### src/rtl/otp_stream_cipher.sv
// otp_stream_cipher: one-time-pad style stream cipher.
// A Galois LFSR produces the keystream. Each accepted word is XORed with the
// next DATA_W keystream bits and comes out one cycle later through a
// valid/ready output register. Encrypt and decrypt are the same operation.
// Optional feature macro OTP_REKEY_EN: enforce a MAX_WORDS budget per seed,
// after which the block parks in EXHAUSTED until the next seed_load.
module otp_stream_cipher #(
  parameter int                DATA_W    = 8,
  parameter int                LFSR_W    = 16,
  parameter logic [LFSR_W-1:0] TAPS      = 16'hB400,
  parameter int                CNT_W     = 16,
  parameter int                MAX_WORDS = 1024
) (
  input  logic              clk,
  input  logic              reset,
  input  logic              en,
  input  logic              seed_load,
  input  logic [LFSR_W-1:0] seed,
  input  logic              in_valid,
  output logic              in_ready,
  input  logic [DATA_W-1:0] in_data,
  output logic              out_valid,
  input  logic              out_ready,
  output logic [DATA_W-1:0] out_data,
  output logic [CNT_W-1:0]  key_count,
  output logic              exhausted
);

`ifdef OTP_REKEY_EN
  localparam bit REKEY = 1'b1;
`else
  localparam bit REKEY = 1'b0;
`endif

  localparam logic [CNT_W-1:0] BUDGET = CNT_W'(MAX_WORDS);

  typedef enum logic [1:0] {
    IDLE      = 2'd0,
    RUN       = 2'd1,
    EXHAUSTED = 2'd2
  } state_t;

  state_t            state;
  state_t            state_nxt;
  logic [LFSR_W-1:0] lfsr_p0;
  logic [LFSR_W-1:0] lfsr_adv;
  logic [DATA_W-1:0] ks_word;
  logic [DATA_W-1:0] data_p1;
  logic              vld_p1;
  logic [CNT_W-1:0]  cnt_p1;
  logic [CNT_W-1:0]  cnt_inc;
  logic [LFSR_W-1:0] seed_val;
  logic              accept;
  logic              budget_hit;

  // Run the LFSR DATA_W steps; returns {next state, keystream word}, bit 0 first.
  function automatic logic [LFSR_W+DATA_W-1:0] advance(input logic [LFSR_W-1:0] s_in);
    logic [LFSR_W-1:0] s;
    logic [DATA_W-1:0] ks;
    s  = s_in;
    ks = '0;
    for (int i = 0; i < DATA_W; i++) begin
      ks[i] = s[0];
      s     = (s >> 1) ^ (s[0] ? TAPS : '0);
    end
    return {s, ks};
  endfunction

  // Saturating increment so the counter sticks at all-ones.
  function automatic logic [CNT_W-1:0] sat_inc(input logic [CNT_W-1:0] c);
    return (&c) ? c : c + 1'b1;
  endfunction

  assign accept     = in_valid && in_ready;
  assign cnt_inc    = sat_inc(cnt_p1);
  assign budget_hit = (cnt_inc == BUDGET);
  // An all-zero state would lock the LFSR, so zero seeds load 1 instead.
  assign seed_val   = (seed == '0) ? LFSR_W'(1) : seed;

  // Combinational unroll of the keystream for the word being accepted.
  always_comb begin
    {lfsr_adv, ks_word} = advance(lfsr_p0);
  end

  // State register.
  always_ff @(posedge clk or negedge reset) begin
    if (!reset) state <= IDLE;
    else        state <= state_nxt;
  end

  // Next state: seed_load always wins; the budget only matters with rekeying.
  always_comb begin
    state_nxt = state;
    if (seed_load) begin
      state_nxt = RUN;
    end else begin
      case (state)
        RUN:     if (REKEY && accept && budget_hit) state_nxt = EXHAUSTED;
        default: state_nxt = state;
      endcase
    end
  end

  // FSM outputs: accept only when running, enabled and the output slot frees up.
  always_comb begin
    in_ready  = (state == RUN) && en && !seed_load && (!vld_p1 || out_ready);
    exhausted = REKEY && (state == EXHAUSTED);
  end

  // ---- stage p0 -> p1: keystream XOR into the output register ----
  // Datapath: seed load restarts the stream, accept advances it, drain empties the slot.
  always_ff @(posedge clk or negedge reset) begin
    if (!reset) begin
      lfsr_p0 <= '0;
      data_p1 <= '0;
      vld_p1  <= 1'b0;
      cnt_p1  <= '0;
    end else if (seed_load) begin
      lfsr_p0 <= seed_val;
      vld_p1  <= 1'b0;
      cnt_p1  <= '0;
    end else if (accept) begin
      lfsr_p0 <= lfsr_adv;
      data_p1 <= in_data ^ ks_word;
      vld_p1  <= 1'b1;
      cnt_p1  <= cnt_inc;
    end else if (out_ready) begin
      vld_p1  <= 1'b0;
    end
  end

  assign out_valid = vld_p1;
  assign out_data  = data_p1;
  assign key_count = cnt_p1;

endmodule

### config.mk
export PLATFORM = sky130hd
export DESIGN_NAME = otp_stream_cipher
export DESIGN_NICKNAME = d
export VERILOG_FILES = /design/src/rtl/otp_stream_cipher.sv
export SDC_FILE = /design/constraint.sdc
export NUM_CORES = 1
export LEC_CHECK = 0
export ABC_AREA = 1
export CORE_MARGIN = 3
export CORE_UTILIZATION = 40
export DETAILED_ROUTE_END_ITERATION = 6
export HOLD_SLACK_MARGIN = 0.05
export PLACE_DENSITY_LB_ADDON = 0.08
export SETUP_SLACK_MARGIN = 0.15
export SLEW_MARGIN = 20
export SYNTH_ARGS = -nofsm -noshare
export SYNTH_HDL_FRONTEND = slang
export SYNTH_SLANG_ARGS = --single-unit
export TNS_END_PERCENT = 5
### constraint.sdc
create_clock -name clk -period 2.1 [get_ports clk]
set_input_delay 0.525 -clock clk [delete_from_list [all_inputs] [get_ports clk]]
set_output_delay 0.525 -clock clk [all_outputs]
set_load 0.01 [all_outputs]
==> qor.txt <==
status: finished clean
min Tclk post-route: 1.917 ns
GRT busiest layer: met2
HP Class: in2async
Max Clk Rate: 0.5216 GHz
vias post-DR: 2450
CP max stage cell: clkdlybuf4s50_1
port buffer count: 55
Rel. slew slack: 0.6566
row cnt: 29
Avg Synthesized Cell Area: 7.463 um^2
clk_lat worst skew: 0.30 ns
Post-DRT Antenna Nets: 0
Clock Pin Slew Worst Setup and Hold Paths: 0.09 ns
max-slew violations: 0
DRT Pass-1 Iters: 4
Setup Skew: 0.01093 ns
final cell count without fillers: 503
register-to-register setup slack: 0.40 ns
antenna violations before repair: 0
Seq/Total Area, Yosys: 0.3816
pwr dens: 637.8 nW/um^2
Inserted Clock Buffers: 5
worst slack, placed: -0.2384 ns
Die X: 88.98 um
post-synth top area cell: dfrtp_1
Yosys top cell area share: 0.3816
post-synthesis net count: 400
GRT Resource Usage Total: 0.1784
Post-synth ARST share: 1.000
CTS Hold Bufs: 0
worst r2r path cells: 10
Max clock buf depth: 2
CTS tree: built
largest family of logic cells by synthesized area: simple AND/OR/NAND/NOR gates
worst reg2reg endpoint: key_count[5]
met2 Resource Use GR: 0.2706
synthesized area: 2754 um^2
xor/xnor cell area share of the yosys netlist: 0.07951
Tightest Pin Transition: 0.5152 ns
synth top area cells: dfrtp_1 38%, nand2_1 18%, xnor2_1 5.7%, nand3_1 5.3%, o21ai_2 4.1%
clk sinks: 42
#FFs+latches synth: 42
startpoint types: primary input
largest net degree at the start of global routing: 25
Post-Synthesis Cells: 369
fraction of layout cells with a size suffix above 1: 0.1455
Post-Place Cells: 495
post-synthesis mux area share: 0
Static Leakage: 1.583 nW
PnR worst setup slack: 0.1829 ns
Die Area: 7917 um^2
post-DR vias/cell: 4.871
Die Height: 88.98 um
M1 GR Usage: 0.2614
Synth Area in Compound Gates: 0.07815
crit path capture: in_ready
DP Wirelength: 4923 um
Critical Path Sink Type: output pin
Crit path required time: 1.57 ns
Synth Area in Adders: 0.004543
Max-Cap Viols: 0
slowest cell delay on critical path: 0.45 ns
diodes inserted: 0
Post-synth EDFFs: 0
Avg WL per Cell: 12.84 um
yosys warns: 0
type of the worst setup path: in2out
dominant cell by count in the synthesized netlist: nand2_1
Fin Setup TNS: 0 ns
crit path from: en
nets: 456
DR DRC count: 0
met3 usage: 0.03318
IO Pins: 57
H-tree Lvls: 2
crit path DAT: 1.39 ns
Area Overhead vs Synth: 27.08%
Unique masters post-synth: 31
RSZ-0062 raised after global routing: yes
# setup viols final: 0
R2R Path Start: key_count[0]
post-CTS setup buffers: 0
vias in the first global route: 2331
ratio of final minimum period to clock period: 0.9129
Routed Wire Length: 6457 um
VDD IR max: 0.3449 mV
Root Driver: clkbuf_8
Main synth FF type: dfrtp_1
Hold Vio Cnt, Final: 0
Starting Density: 0.4240
core area: 6495 um^2
Commonest cells post-synth: 130 x nand2_1, 42 x dfrtp_1, 29 x nand3_1, 27 x nor2_1, 25 x inv_1
initial drt markers: 123
GP Congestion: 0.8355
Max FO, Critical Path: 2
Synth Area in Simple Gates: 0.3730
grt ovf: 0
global-route wire length before repair: 11100 um
CP cell instances: clkdlybuf4s50_1 > nand2_1 > nor2_2 > and2_4 > buf_6
cell type report:
type,count,area [um^2]
fillers,639,2995
inverters,29,108.9
well taps,77,96.34
clock buffers,5,68.82
clock inverters,3,40.04
repair buffers,66,654.4
multi-input cells,281,1480
flip-flops and latches,42,1051
state kept, by name, indices dropped and copies added (netlist names):
register	count
lfsr_p0	16
key_count	16
out_valid	1
out_data	8
state	1
placed cells by master (no fill, tap or decap), types with 9 or more instances in the layout:
cell type / netlist / final
buf_4: 1 / 9
clkdlybuf4s50_1: 0 / 53
dfrtp_1: 42 / 42
inv_1: 25 / 25
nand2_1: 130 / 130
nand2_2: 10 / 10
nand3_1: 29 / 29
nand4_1: 10 / 10
nor2_1: 27 / 27
o21ai_0: 14 / 14
o21ai_2: 13 / 13
xnor2_1: 18 / 18
metal layers:
layer	vias up	wire (um)
met3	7	424
met4	0	76
met1	1110	3132
li1	1272	-
met5	-	0
met2	61	2824
power by group:
part | switching [mW] | total, mW | internal [mW]
Sequential | 0.104 | 1.01 | 0.903
Clock | 0.297 | 0.647 | 0.351
Combinational | 0.281 | 0.578 | 0.296
Total | 0.682 | 2.23 | 1.55
how the worst min path moves through the flow:
stage	start	end
6_report	reset	lfsr_p0[15]
5_1_grt	reset	lfsr_p0[5]
4_1_cts	reset	out_data[4]
3_5_place_dp	state[0]	state[0]
3_3_place_gp	state[0]	state[0]
2_1_floorplan	reset	key_count[0]
logic make-up after synthesis:
family,count (synthesis)
AO/OA/AOI/OAI,32
XOR/XNOR,25
adder cells (fa/ha/maj),1
buffers and inverters,46
flip-flops,42
other,1
AND/OR/NAND/NOR,222
per-stage QoR:
| step | instance area, um^2 | util | power [mW] | hold slack [ns] |
|---|---|---|---|---|
| finish | 3500 | 0.5388 | 2.232 | 0.1862 |
| global route | 3500 | 0.5388 | 2.396 | 0.2210 |
| CTS | 3500 | 0.5388 | 2.266 | 0.1988 |
| detailed placement | 3387 | 0.5215 | 1.605 | 0.4541 |
| global placement | 3387 | 0.5215 | 1.595 | 0.4608 |
| floorplan | 2754 | - | 1.365 | 0.2294 |
what timing repair did:
item | 4_1_cts | 5_1_grt
setup endpoints to repair | 1 | 4
cloned | 0 | 0
pin swaps | 1 | 1
resized for setup | 6 | 0
critical path: cells and delay by family:
kind | cells | cell delay (ns)
buffers and inverters | 2 | 0.54
and+or+nand+nor | 3 | 0.32
Power figures use the tool's default switching activity.
==> edit (same flow settings) <==
Reset style: synchronous (`reset`), changed in 2 clocked blocks.
--- a/src/rtl/otp_stream_cipher.sv
+++ b/src/rtl/otp_stream_cipher.sv
@@ -85,3 +85,3 @@
   // State register.
-  always_ff @(posedge clk or negedge reset) begin
+  always_ff @(posedge clk) begin
     if (!reset) state <= IDLE;
@@ -111,3 +111,3 @@
   // Datapath: seed load restarts the stream, accept advances it, drain empties the slot.
-  always_ff @(posedge clk or negedge reset) begin
+  always_ff @(posedge clk) begin
     if (!reset) begin
Check against the original RTL: differs if reset is asserted again (counterexample within 4 cycles, from zero or initial values and one cycle with reset low); with reset held inactive, the same outputs for 4 cycles.
==> edit against the original RTL <==
Routed wire length is 7.9% lower; via count is 6.6% lower; design area is 11% lower; synthesized cell count is 8.9% lower; register-to-register slack worse by 0.08 ns; die area is 14% lower; sequential cell count stayed put; setup slack better by 0.039 ns; area after synthesis is 14% lower; critical endpoint unchanged; highest routed layer unchanged.
Power is not compared: it rests on default switching activity, and its combinational part moved more than twofold at a synthesized area within 25%.
==> edit: results <==
group,metric,value,unit
worst_hold_path,hold_path_end,"lfsr_p0[15]",
global_route,use_met2,25.88,%
drt,routed_wl,5950,um
logic_synthesis,avgSynthCellArea,7.012,um2
placement,placed_area,3048,um2
worst_hold_path,holdCritPathClass,"reg -> reg",
critical_path,r2r-end,"key_count[9]",
drt,wl_met1,2970,um
drt,wl_met3,359,um
placement,dp.cells,464,
worst_hold_path,hold_depth,2,
drt,vias,2288,
critical_path,cp_max_fo,2,
global_route,antenna_found_initial,0,
global_route,use_met1,26.96,%
clock_tree,clockBufferDepth,2,
critical_path,r2r_cells,7,
power,p_leak,1.203,nW
timing,skew,0.006396,ns
logic_synthesis,synthTopCellsByArea,"dfxtp_1 (36%), nand2_1 (13%), xnor2_1 (8.6%)",
finish,nFillCells,593,
finish,drive_gt1_share,11.53,%
clock_tree,h-tree-depth,2,
critical_path,reg2reg_slack,0.32,ns
finish,nets,430,
finish,fin_area,3124,um2
global_route,met3_usage,4.230,%
global_route,grt_pass1_vias,1990,
drt,avgRoutedWirePerCell,12.63,um
logic_synthesis,ys_async_sr_fraction,0,%
finish,insertedDiodeCount,0,
logic_synthesis,synth_ff_type,"dfxtp_1",
logic_synthesis,yosysUniqueCellTypes,32,
drt,met2_length,2547,um
logic_synthesis,synth_common_cells,"nand2_1 (82), nor2_1 (51), dfxtp_1 (42)",
drt,first_pass_iters,4,
global_route,grt_pass1_wl,9515,um
drt,drtIter0Drc,121,
worst_hold_path,holdCritStartpoint,"lfsr_p0[15]",
critical_path,startpoint,"en",
power,ir_worst_vdd,0.0003156,V
placement,gp_congestion,0.8472,
timing,holdWs,0.4824,ns
placement,pre_cts_ws,-0.2556,ns
critical_path,rr_startpoint,"key_count[1]",
logic_synthesis,yosysSeqAreaShare,35.69,%
global_route,grt_max_degree,20,
drt,top_layer_used,"met4",
logic_synthesis,synth_most_common_cell,"nand2_1",
clock_tree,clkLatencyLatePin,0.29,ns
placement,io_buffers,55,
outcome,outcome,"complete, no violations",
global_route,track_usage,18.31,%
clock_tree,clockRootBuffer,"clkbuf_8",
timing,relSlewSlack,63.28,%
critical_path,arrival,1.35,ns
clock_tree,clk_transition_reported_paths,0.08,ns
logic_synthesis,syn_nets,367,
placement,dpl.hpwl,4441,um
==> edit: cell count changes after synthesis, sizes merged, moves of 7 or more <==
| cell | before | now |
|---|---|---|
| dfxtp | 0 | 42 |
| nand2 | 144 | 86 |
| nand3 | 30 | 14 |
| a21oi | 2 | 33 |
| inv | 28 | 21 |
| dfrtp | 42 | 0 |
| nor2 | 33 | 56 |
==> edit: worst max-delay path by stage <==
stage	to	slack, ns
after detailed placement	in_ready	-0.26
after CTS	key_count[2]	0.16
after global routing	key_count[9]	0.14
after global placement	in_ready	-0.23
after floorplan	key_count[0]	0.53
final	in_ready	0.22
==> edit: cell type report <==
type | count | area share, %
timing repair buffer | 70 | 21.83
multi-input combinational | 259 | 43.29
clock buffer | 5 | 2.203
inverter | 21 | 2.523
tap | 72 | 2.883
clock inverter | 2 | 0.3204
sequential | 42 | 26.95
==> edit: cells by family after synthesis <==
group / share of synthesized area (%)
other cells: 0.1592
xor+xnor: 11.15
simple gates: 31.33
flops: 35.69
fa+ha+maj: 0.5310
compound gates: 14.13
buf+inv: 7.010
==> edit: timing repair <==
action	4_1_cts	5_1_grt
setup endpoints to repair	1	2
pin swaps	1	0
buffers inserted	0	0
resized for setup	6	1
cloned	0	0
==> edit: where the power goes <==
| group | switching, mW | internal [mW] | leakage [nW] | total [mW] |
|---|---|---|---|---|
| sequential | 0.0355 | 0.826 | 0.343 | 0.861 |
| combinational | 0.131 | 0.149 | 0.816 | 0.280 |
| clock | 0.275 | 0.223 | 0.0438 | 0.498 |
| total | 0.441 | 1.20 | 1.20 | 1.64 |
==> edit: critical path: stages <==
cell and delay (ns):
clkdlybuf4s50_1 0.49, nand3_2 0.11, nor2_4 0.10, buf_2 0.13
